[src/rtl/binary_conv_mac.sv]
// binary_conv_mac
//   Accumulates one binary-convolution window over BEATS input beats and
//   emits one signed partial sum per window. Each beat carries LANES binary
//   activations and LANES signed weights; a lane adds +w when its bit is 1
//   and -w when it is 0. The first beat of a window also folds in the
//   upstream psum and the bias.
//
// Ports
//   clk, reset          rising-edge clock, synchronous active-high reset
//   in_valid/in_ready   beat handshake (infmap_bits, weights, bias, inpsum)
//   out_valid/out_ready result handshake (outpsum, out_overflow)
//
// Build option
//   BINARY_CONV_MAC_SATURATE_EN : clamp the final value into the psum range
//                                 (default: two's-complement wrap).
//   out_overflow is reported in both builds.

// Per-lane signed contribution at accumulator width.
module binary_conv_lane #(
  parameter int DATA_WIDTH = 8,
  parameter int ACC_W      = 18
) (
  input  logic                         i_bit,
  input  logic signed [DATA_WIDTH-1:0] i_weight,
  output logic signed [ACC_W-1:0]      o_term
);
  logic signed [ACC_W-1:0] w_wext;
  assign w_wext = ACC_W'(i_weight);
  assign o_term = i_bit ? w_wext : -w_wext;
endmodule

module binary_conv_mac #(
  parameter int DATA_WIDTH      = 8,
  parameter int PSUM_DATA_WIDTH = 12,
  parameter int LANES           = 3,
  parameter int BEATS           = 3
) (
  input  logic                              clk,
  input  logic                              reset,
  input  logic                              in_valid,
  output logic                              in_ready,
  input  logic [LANES-1:0]                  infmap_bits,
  input  logic [LANES*DATA_WIDTH-1:0]       weights,
  input  logic signed [DATA_WIDTH-1:0]      bias,
  input  logic signed [PSUM_DATA_WIDTH-1:0] inpsum,
  output logic                              out_valid,
  input  logic                              out_ready,
  output logic signed [PSUM_DATA_WIDTH-1:0] outpsum,
  output logic                              out_overflow
);
  localparam int ACC_W = PSUM_DATA_WIDTH + $clog2(LANES*BEATS) + 2;
  localparam int CNT_W = (BEATS > 1) ? $clog2(BEATS) : 1;
  localparam int PW    = PSUM_DATA_WIDTH;
  localparam logic signed [ACC_W-1:0] PMAX = {{(ACC_W-PW+1){1'b0}}, {(PW-1){1'b1}}};
  localparam logic signed [ACC_W-1:0] PMIN = {{(ACC_W-PW+1){1'b1}}, {(PW-1){1'b0}}};

  typedef enum logic {ACCUM, DONE} state_t;

  state_t                  r_state;
  logic                    r_in_ready;
  logic                    r_out_valid;
  logic signed [PW-1:0]    r_outpsum;
  logic                    r_ovf;
  logic [CNT_W-1:0]        r_cnt;
  logic signed [ACC_W-1:0] r_acc;

  logic [LANES-1:0][ACC_W-1:0] w_terms;
  logic signed [ACC_W-1:0]     w_beat_term;
  logic signed [ACC_W-1:0]     w_base;
  logic signed [ACC_W-1:0]     w_final;
  logic signed [PW-1:0]        w_res;
  logic                        w_ovf;
  logic                        w_accept;
  logic                        w_last;

  for (genvar g = 0; g < LANES; g++) begin : g_lane
    binary_conv_lane #(.DATA_WIDTH(DATA_WIDTH), .ACC_W(ACC_W)) u_lane (
      .i_bit    (infmap_bits[g]),
      .i_weight (weights[g*DATA_WIDTH +: DATA_WIDTH]),
      .o_term   (w_terms[g])
    );
  end

  always_comb begin
    w_beat_term = '0;
    for (int i = 0; i < LANES; i++) w_beat_term = w_beat_term + $signed(w_terms[i]);
  end

  // A first beat starts from upstream psum + bias instead of the accumulator,
  // which also covers BEATS==1 where every beat is both first and last.
  assign w_base  = (r_cnt == '0) ? (ACC_W'(inpsum) + ACC_W'(bias)) : r_acc;
  assign w_final = w_base + w_beat_term;
  assign w_ovf   = (w_final > PMAX) || (w_final < PMIN);

`ifdef BINARY_CONV_MAC_SATURATE_EN
  always_comb begin
    w_res = w_final[PW-1:0];
    if (w_final > PMAX)      w_res = PMAX[PW-1:0];
    else if (w_final < PMIN) w_res = PMIN[PW-1:0];
  end
`else
  assign w_res = w_final[PW-1:0];
`endif

  assign w_accept = in_valid && r_in_ready && (r_state == ACCUM);
  assign w_last   = (r_cnt == CNT_W'(BEATS-1));

  always_ff @(posedge clk) begin
    if (reset) begin
      r_state     <= ACCUM;
      r_in_ready  <= 1'b1;   // masked by reset below, so it reads 0 while reset is high
      r_out_valid <= 1'b0;
      r_outpsum   <= '0;
      r_ovf       <= 1'b0;
      r_cnt       <= '0;
      r_acc       <= '0;
    end else begin
      case (r_state)
        ACCUM: if (w_accept) begin
          r_acc <= w_final;
          if (w_last) begin
            r_outpsum   <= w_res;
            r_ovf       <= w_ovf;
            r_cnt       <= '0;
            r_in_ready  <= 1'b0;
            r_out_valid <= 1'b1;
            r_state     <= DONE;
          end else begin
            r_cnt <= r_cnt + 1'b1;
          end
        end
        DONE: if (out_ready) begin
          r_in_ready  <= 1'b1;
          r_out_valid <= 1'b0;
          r_state     <= ACCUM;
        end
        default: r_state <= ACCUM;
      endcase
    end
  end

  assign in_ready     = r_in_ready && !reset;
  assign out_valid    = r_out_valid;
  assign outpsum      = r_outpsum;
  assign out_overflow = r_ovf;
endmodule

[config.mk]
export PLATFORM = sky130hd
export DESIGN_NAME = binary_conv_mac
export DESIGN_NICKNAME = d
export VERILOG_FILES = /design/src/rtl/binary_conv_mac.sv
export SDC_FILE = /design/constraint.sdc
export NUM_CORES = 1
export LEC_CHECK = 0
export CORE_UTILIZATION = 50
export CTS_BUF_LIST = sky130_fd_sc_hd__clkbuf_8
export DETAILED_ROUTE_END_ITERATION = 10
export GPL_ROUTABILITY_DRIVEN = 0
export GPL_TIMING_DRIVEN = 0
export MAX_ROUTING_LAYER = met4
export PLACE_DENSITY = 0.75
export SETUP_SLACK_MARGIN = 0.15
export SLEW_MARGIN = 25
export SYNTH_ARGS = -nofsm -noshare
export SYNTH_HDL_FRONTEND = slang
export SYNTH_SLANG_ARGS = --single-unit
[constraint.sdc]
create_clock -name clk -period 14.41 [get_ports clk]
set_input_delay 2.882 -clock clk [delete_from_list [all_inputs] [get_ports clk]]
set_output_delay 2.882 -clock clk [all_outputs]
set_load 0.1 [all_outputs]
Word level (Yosys, flattened, before mapping). Cells that the tools add are included. Widths: inputs -> output; s select.

Flip-flop bits (word level): 36. Output and inout bits: 15. Logic and storage cells: 48. Input port bits: 51.

Add/sub/neg operators: 8. Equality and inequality tests: 4. Muxes and demuxes: 17. Reduce and logical (&&, ||, !) cells: 9. Magnitude comparators: 2. Bitwise gates (word level): 1.

Operators with widths (number): $mux 18 (4); $add 18x18->18 (3); $neg 8->18 (3); $gt 18x12->1 const B (1); $lt 18x12->1 const B (1); $add 12x8->13 (1); $mux 1 (9); $ne 2x2->1 const B (3); $pmux 1 s2 (3); $reduce_and 3->1 (2); $logic_and 1x1->1 (3); $add 2x1->2 const B (1); $eq 2x2->1 const B (1); $logic_not 2->1 (1); $mux 2 (1); $reduce_and 2->1 (1); $logic_not 1->1 (1); $logic_or 1x1->1 (1); $not 1->1 (1).

Logic depth before layout (Yosys ltp). Gate-level depths: netlist of the first run.

Depth in word-level cells: 7. Depth in mapped cells: 21. Depth with buffers taken out: 21.

Hierarchy. A second synthesis of the first run with hierarchy kept.

Cells, all modules: 541. Area total of the unflattened synthesis: 4369.2 um2.

Modules (own cells, without submodules): binary_conv_mac (cells an instance 412, area each 3558.4 um2, sequential area each 720.7 um2, times used 1); binary_conv_lane (cells an instance 43, area each 270.3 um2, sequential area each 0.0 um2, times used 3).

Worst setup path before layout of the first run. Ideal clock, no wire load.

Path kind: input-to-reg. Start: input bias[1]. End: register r_ovf (netlist: out_overflow). Buffers on the path: 0. Arrival time: 7461 ps. Setup time: 126 ps. Setup slack: 6824 ps. Stages on the path: 21. Required time: 14284 ps. Cell sequence: ha_1 > a21o_1 > a21oi_1 > o21bai_1 > a21oi_1 > o21bai_1 > a311oi_1 > xnor2_1 > mux2i_1 > fa_1 > fa_1 > inv_1 > ha_1 > a211oi_1 > o31ai_1 > a41oi_2 > a21oi_2 > a31oi_4 > xnor3_1 > nor4_1 > o41ai_2.

Word-level cells in the longest chain between the ends: 5. Elaborated cells between the ends (all ways): 6. Classes of those cells: add/sub: 2; order compare: 2; mux: 1; reduce/logical: 1.

Ends and longest elaborated chain: start: declaration (RTL line 44) `input logic signed [DATA_WIDTH-1:0] bias,`; $add 12x8->13 * (RTL line 91) `assign w_base = (r_cnt == '0) ? (ACC_W'(inpsum) + ACC_W'(bias)) : r_acc;`; $mux 18 * (RTL line 91); $add 18x18->18 * (RTL line 92) `assign w_final = w_base + w_beat_term;`; $gt 18x12->1 / $lt 18x12->1 (equally long branches) (RTL line 93) `assign w_ovf = (w_final > PMAX) || (w_final < PMIN);`; $logic_or 1x1->1 * (RTL line 93); end signal: assignment (RTL line 123) `r_ovf <= w_ovf;`; end: declaration (RTL line 63) `logic r_ovf;`.

Every way passes the cells marked *; elsewhere a longest branch is shown, timed or not. A chain may end at the register's enable or synchronous reset.

Worst setup path in the final report of the first run. Same ends and word-level chain as after synthesis.

==> results.yml, run 1 <==
grt:
  grt_usage: 0.2673
  grt_pass1_wl_mm: 18.12
  grt_pass1_vias: 3890
  grt_max_degree: 12
  overflow: 0
  antenna_found_initial: 0
worst_setup_path:
  cp_data_arrival_time_ns: 8.68
  r2r_cells: 17
  crit_required_ns: 14.58
  critPathLaunchType: "input port"
  crit_end: "out_overflow$_SDFFE_PP0P_"
  crit_fanout: 5
  timing.rr.end: "out_overflow$_SDFFE_PP0P_"
  critPathLaunch: "bias[1]"
  end_kind: "register"
  r2r_slack_ns: 9.06
  worst_r2r_startpoint: "r_cnt[1]$_SDFFE_PP0P_"
  path_class: "input port to register"
clock_tree:
  cts_buffers: 5
  clock_path_buffers: 2
  clkSinkCount: 36
  clkLatencyLatePin_ns: 0.30
  cts_tree: "done"
  postCtsSetupRepairBufs: 0
  htreeDepth: 2
  clk_pin_slew_ns: 0.07
  holdBufCountCts: 0
  root_buffer: "clkbuf_8"
  post_cts_resized: 0
min_path:
  min_path_type: "register to register"
  hold_depth: 2
drt:
  drcViolationCount: 0
  drt_iter0_markers: 212
  wl_mm: 11.38
  vias_per_cell: 5.669
  wl_per_cell_um: 15.55
  firstDrtPassIters: 4
  antenna_left: 0
  vias: 4150
layout:
  layout.nets: 750
  stdcell_area_sq_um: 5291
  fill_cells: 780
  drive_gt1_frac: 0.04785
  synthToLayoutAreaGrowth_pct: 20.21
  multi_input_area_sq_um: 3362
  diodes: 0
  seq_area_sq_um: 720.7
die:
  core_sq_um: 8382
  die_area_sq_um: 9182
  initial_core_util: 0.5252
  rows: 33
  die_h_um: 95.83
  io_pins: 66
  die_w_um: 95.83
run:
  cap_violations: 0
timing:
  period_minus_slack_ns: 8.507
  worst_slew_pin_slew_ns: 0.9948
  setup_viol_count_final: 0
  rsz0062_at_grt: "no"
  fin_crit_sh: 0.5903
  clock.fmax_mhz: 117.6
  slew_headroom: 0.3347
  slew_viol_final: 0
  hold_ws_ns: 0.4535
  fin_skew_ns: 0.007368
  setup_slack_ns: 5.903
  setup_tns_ns: 0
  hold_viol_final: 0
placed_design:
  place_area_sq_um: 5184
  pre_cts_slack_ns: 5.627
  port_buffers: 65
  place_hpwl_mm: 9.510
synth:
  synth_area_sq_um: 4402
  avgSynthCellArea_sq_um: 7.945
  yosys_warnings: 0
  async_flop_share: 0
  synthFlopType: "dfxtp_1"
  synth_edf_count: 0
  netlist-cell-type-count: 59
  synth-seq-cells: 36
  synth_cells: 554
  synth-seq-area-share: 0.1637
  synth_area_leaders: "dfxtp_1 (16%), fa_1 (16%), ha_1 (11%), xnor2_1 (6.6%), a21oi_1 (6.5%)"
  synth_top_area_frac: 0.1637
  yosysTopAreaCell: "dfxtp_1"
  synthesis.nets: 678
power:
  irDropWorstVdd_mv: 0.2025
  power.density_nw_per_um2: 180.5
  total_power_uw: 955.3
  p_leak_nw: 2.303
run_status:
  status: "finished clean"
-- how the worst min path moves through the flow --
stage | start | endpoint | slack [ns]
floorplan | r_acc[0]$_SDFFE_PP0P_ | r_acc[0]$_SDFFE_PP0P_ | 0.44
global placement | r_acc[8]$_SDFFE_PP0P_ | r_acc[8]$_SDFFE_PP0P_ | 0.44
detailed placement | r_acc[7]$_SDFFE_PP0P_ | r_acc[7]$_SDFFE_PP0P_ | 0.45
CTS | r_acc[7]$_SDFFE_PP0P_ | r_acc[7]$_SDFFE_PP0P_ | 0.46
global route | r_acc[7]$_SDFFE_PP0P_ | r_acc[7]$_SDFFE_PP0P_ | 0.48
finish | outpsum[1]$_SDFFE_PP0P_ | outpsum[1]$_SDFFE_PP0P_ | 0.45
-- worst max-delay path, cell delays in order --
cell and delay [ns]:
clkdlybuf4s50_1 0.46, ha_1 0.32, a21o_1 0.17, a21oi_1 0.25, o21bai_1 0.11, a21oi_1 0.22, o21bai_1 0.14, a311oi_1 0.34
xnor2_1 0.22, mux2i_1 0.21, fa_1 0.54, fa_1 0.54, inv_1 0.04, ha_1 0.35, a211oi_1 0.32, o31ai_1 0.13
a41oi_2 0.21, a21oi_2 0.12, a31oi_4 0.21, xnor3_1 0.37, nor4_1 0.42, o41ai_2 0.09
-- cell type report --
| class | instances | area share |
|---|---|---|
| inverters | 69 | 0.04895 |
| plain buffers | 16 | 0.01135 |
| repair buffers | 65 | 0.1230 |
| clock buffers | 5 | 0.01301 |
| clock inverters | 3 | 0.007330 |
| flip-flops and latches | 36 | 0.1362 |
| multi-input cells | 433 | 0.6354 |
| well taps | 105 | 0.02483 |
-- layout by cell type (no fill, tap or decap), types with 8 or more instances in the layout --
| cell | synthesis | final |
|---|---|---|
| nand2_1 | 73 | 73 |
| inv_1 | 69 | 70 |
| clkdlybuf4s50_1 | 0 | 65 |
| a21oi_1 | 57 | 57 |
| nor2_1 | 42 | 42 |
| ha_1 | 38 | 38 |
| dfxtp_1 | 36 | 36 |
| fa_1 | 35 | 35 |
| xnor2_1 | 33 | 33 |
| o21ai_0 | 20 | 20 |
| nor3_1 | 15 | 15 |
| clkbuf_1 | 13 | 13 |
| a21o_1 | 11 | 11 |
| a211oi_1 | 8 | 8 |
-- registers in the layout, indices dropped and copies added, names as in the netlist --
register      flops
outpsum          12
out_overflow      1
r_cnt             2
r_state           1
out_valid         1
r_in_ready        1
r_acc            18
-- cell families (layout without fill, tap and decap cells) --
group	after synthesis	in the layout	share of synthesized area
xor+xnor	39	39	0.08073
buf+inv	85	158	0.07249
mux	9	9	0.02132
flops	36	36	0.1637
compound gates	136	136	0.2052
fa+ha+maj	73	73	0.2672
simple gates	176	176	0.1893
-- metal layers --
metal | vias to the layer above | track usage | wire length, um
met5 | - | - | 0
met4 | 0 | 0.08955 | 291
met3 | 24 | 0.03476 | 482
met2 | 106 | 0.4399 | 5620
met1 | 2007 | 0.3401 | 4986
li1 | 2013 | - | -
-- cells in the mapped netlist (2+ instances only) --
cell type,number
nand3b_1,3
a31oi_1,2
nand4_1,2
o21a_1,3
a21boi_0,3
or3_1,5
xor2_1,5
nand3_1,5
ha_1,38
a31o_2,2
o21ba_2,2
fa_1,35
nor2_1,42
nand2_1,73
and3_1,2
clkbuf_1,13
nand2b_1,7
nor3b_1,2
nor4_1,5
o21bai_1,4
o21ai_0,20
a311oi_1,2
o211ai_1,2
mux2_2,3
dfxtp_1,36
or2_2,4
a21o_1,11
o31ai_1,3
nor3_1,15
a21oi_2,2
xnor2_1,33
o21ai_1,2
buf_1,3
mux2i_1,6
a211oi_1,8
inv_1,69
nor2b_1,4
a21oi_1,57
-- metrics by stage --
| step | utilization | std cells |
|---|---|---|
| 2_1_floorplan | - | 554 |
| 3_3_place_gp | 0.6185 | 724 |
| 3_5_place_dp | 0.6185 | 724 |
| 4_1_cts | 0.6313 | 732 |
| 5_1_grt | 0.6313 | 732 |
| 6_report | 0.6313 | 732 |
-- report_power, final --
group / leakage [nW] / internal, mW / switching [mW]
Sequential: 0.294 / 0.120 / 0.0107
Clock: 0.0593 / 0.0506 / 0.0369
Combinational: 1.95 / 0.305 / 0.432
Total: 2.30 / 0.476 / 0.479
Power figures use the tool's default switching activity.
==> inputs of run 2 (changes only) <==
==> constraint.sdc (replaced) <==
create_clock -name clk -period 8.4 [get_ports clk]
set_input_delay 1.68 -clock clk [delete_from_list [all_inputs] [get_ports clk]]
set_output_delay 1.68 -clock clk [all_outputs]
set_load 0.1 [all_outputs]
==> results of run 2 <==
Same layout as run 1 (identical final DEF). Status: finished clean.
Main changes from that run: setup slack after placement 5.627 ns -> 0.8194 ns; setup slack after layout 5.903 ns -> 1.095 ns; register-to-register setup slack 9.06 ns -> 3.05 ns; total power 0.9553 mW -> 1.639 mW; worst IR drop on VDD 0.2025 mV -> 0.3474 mV
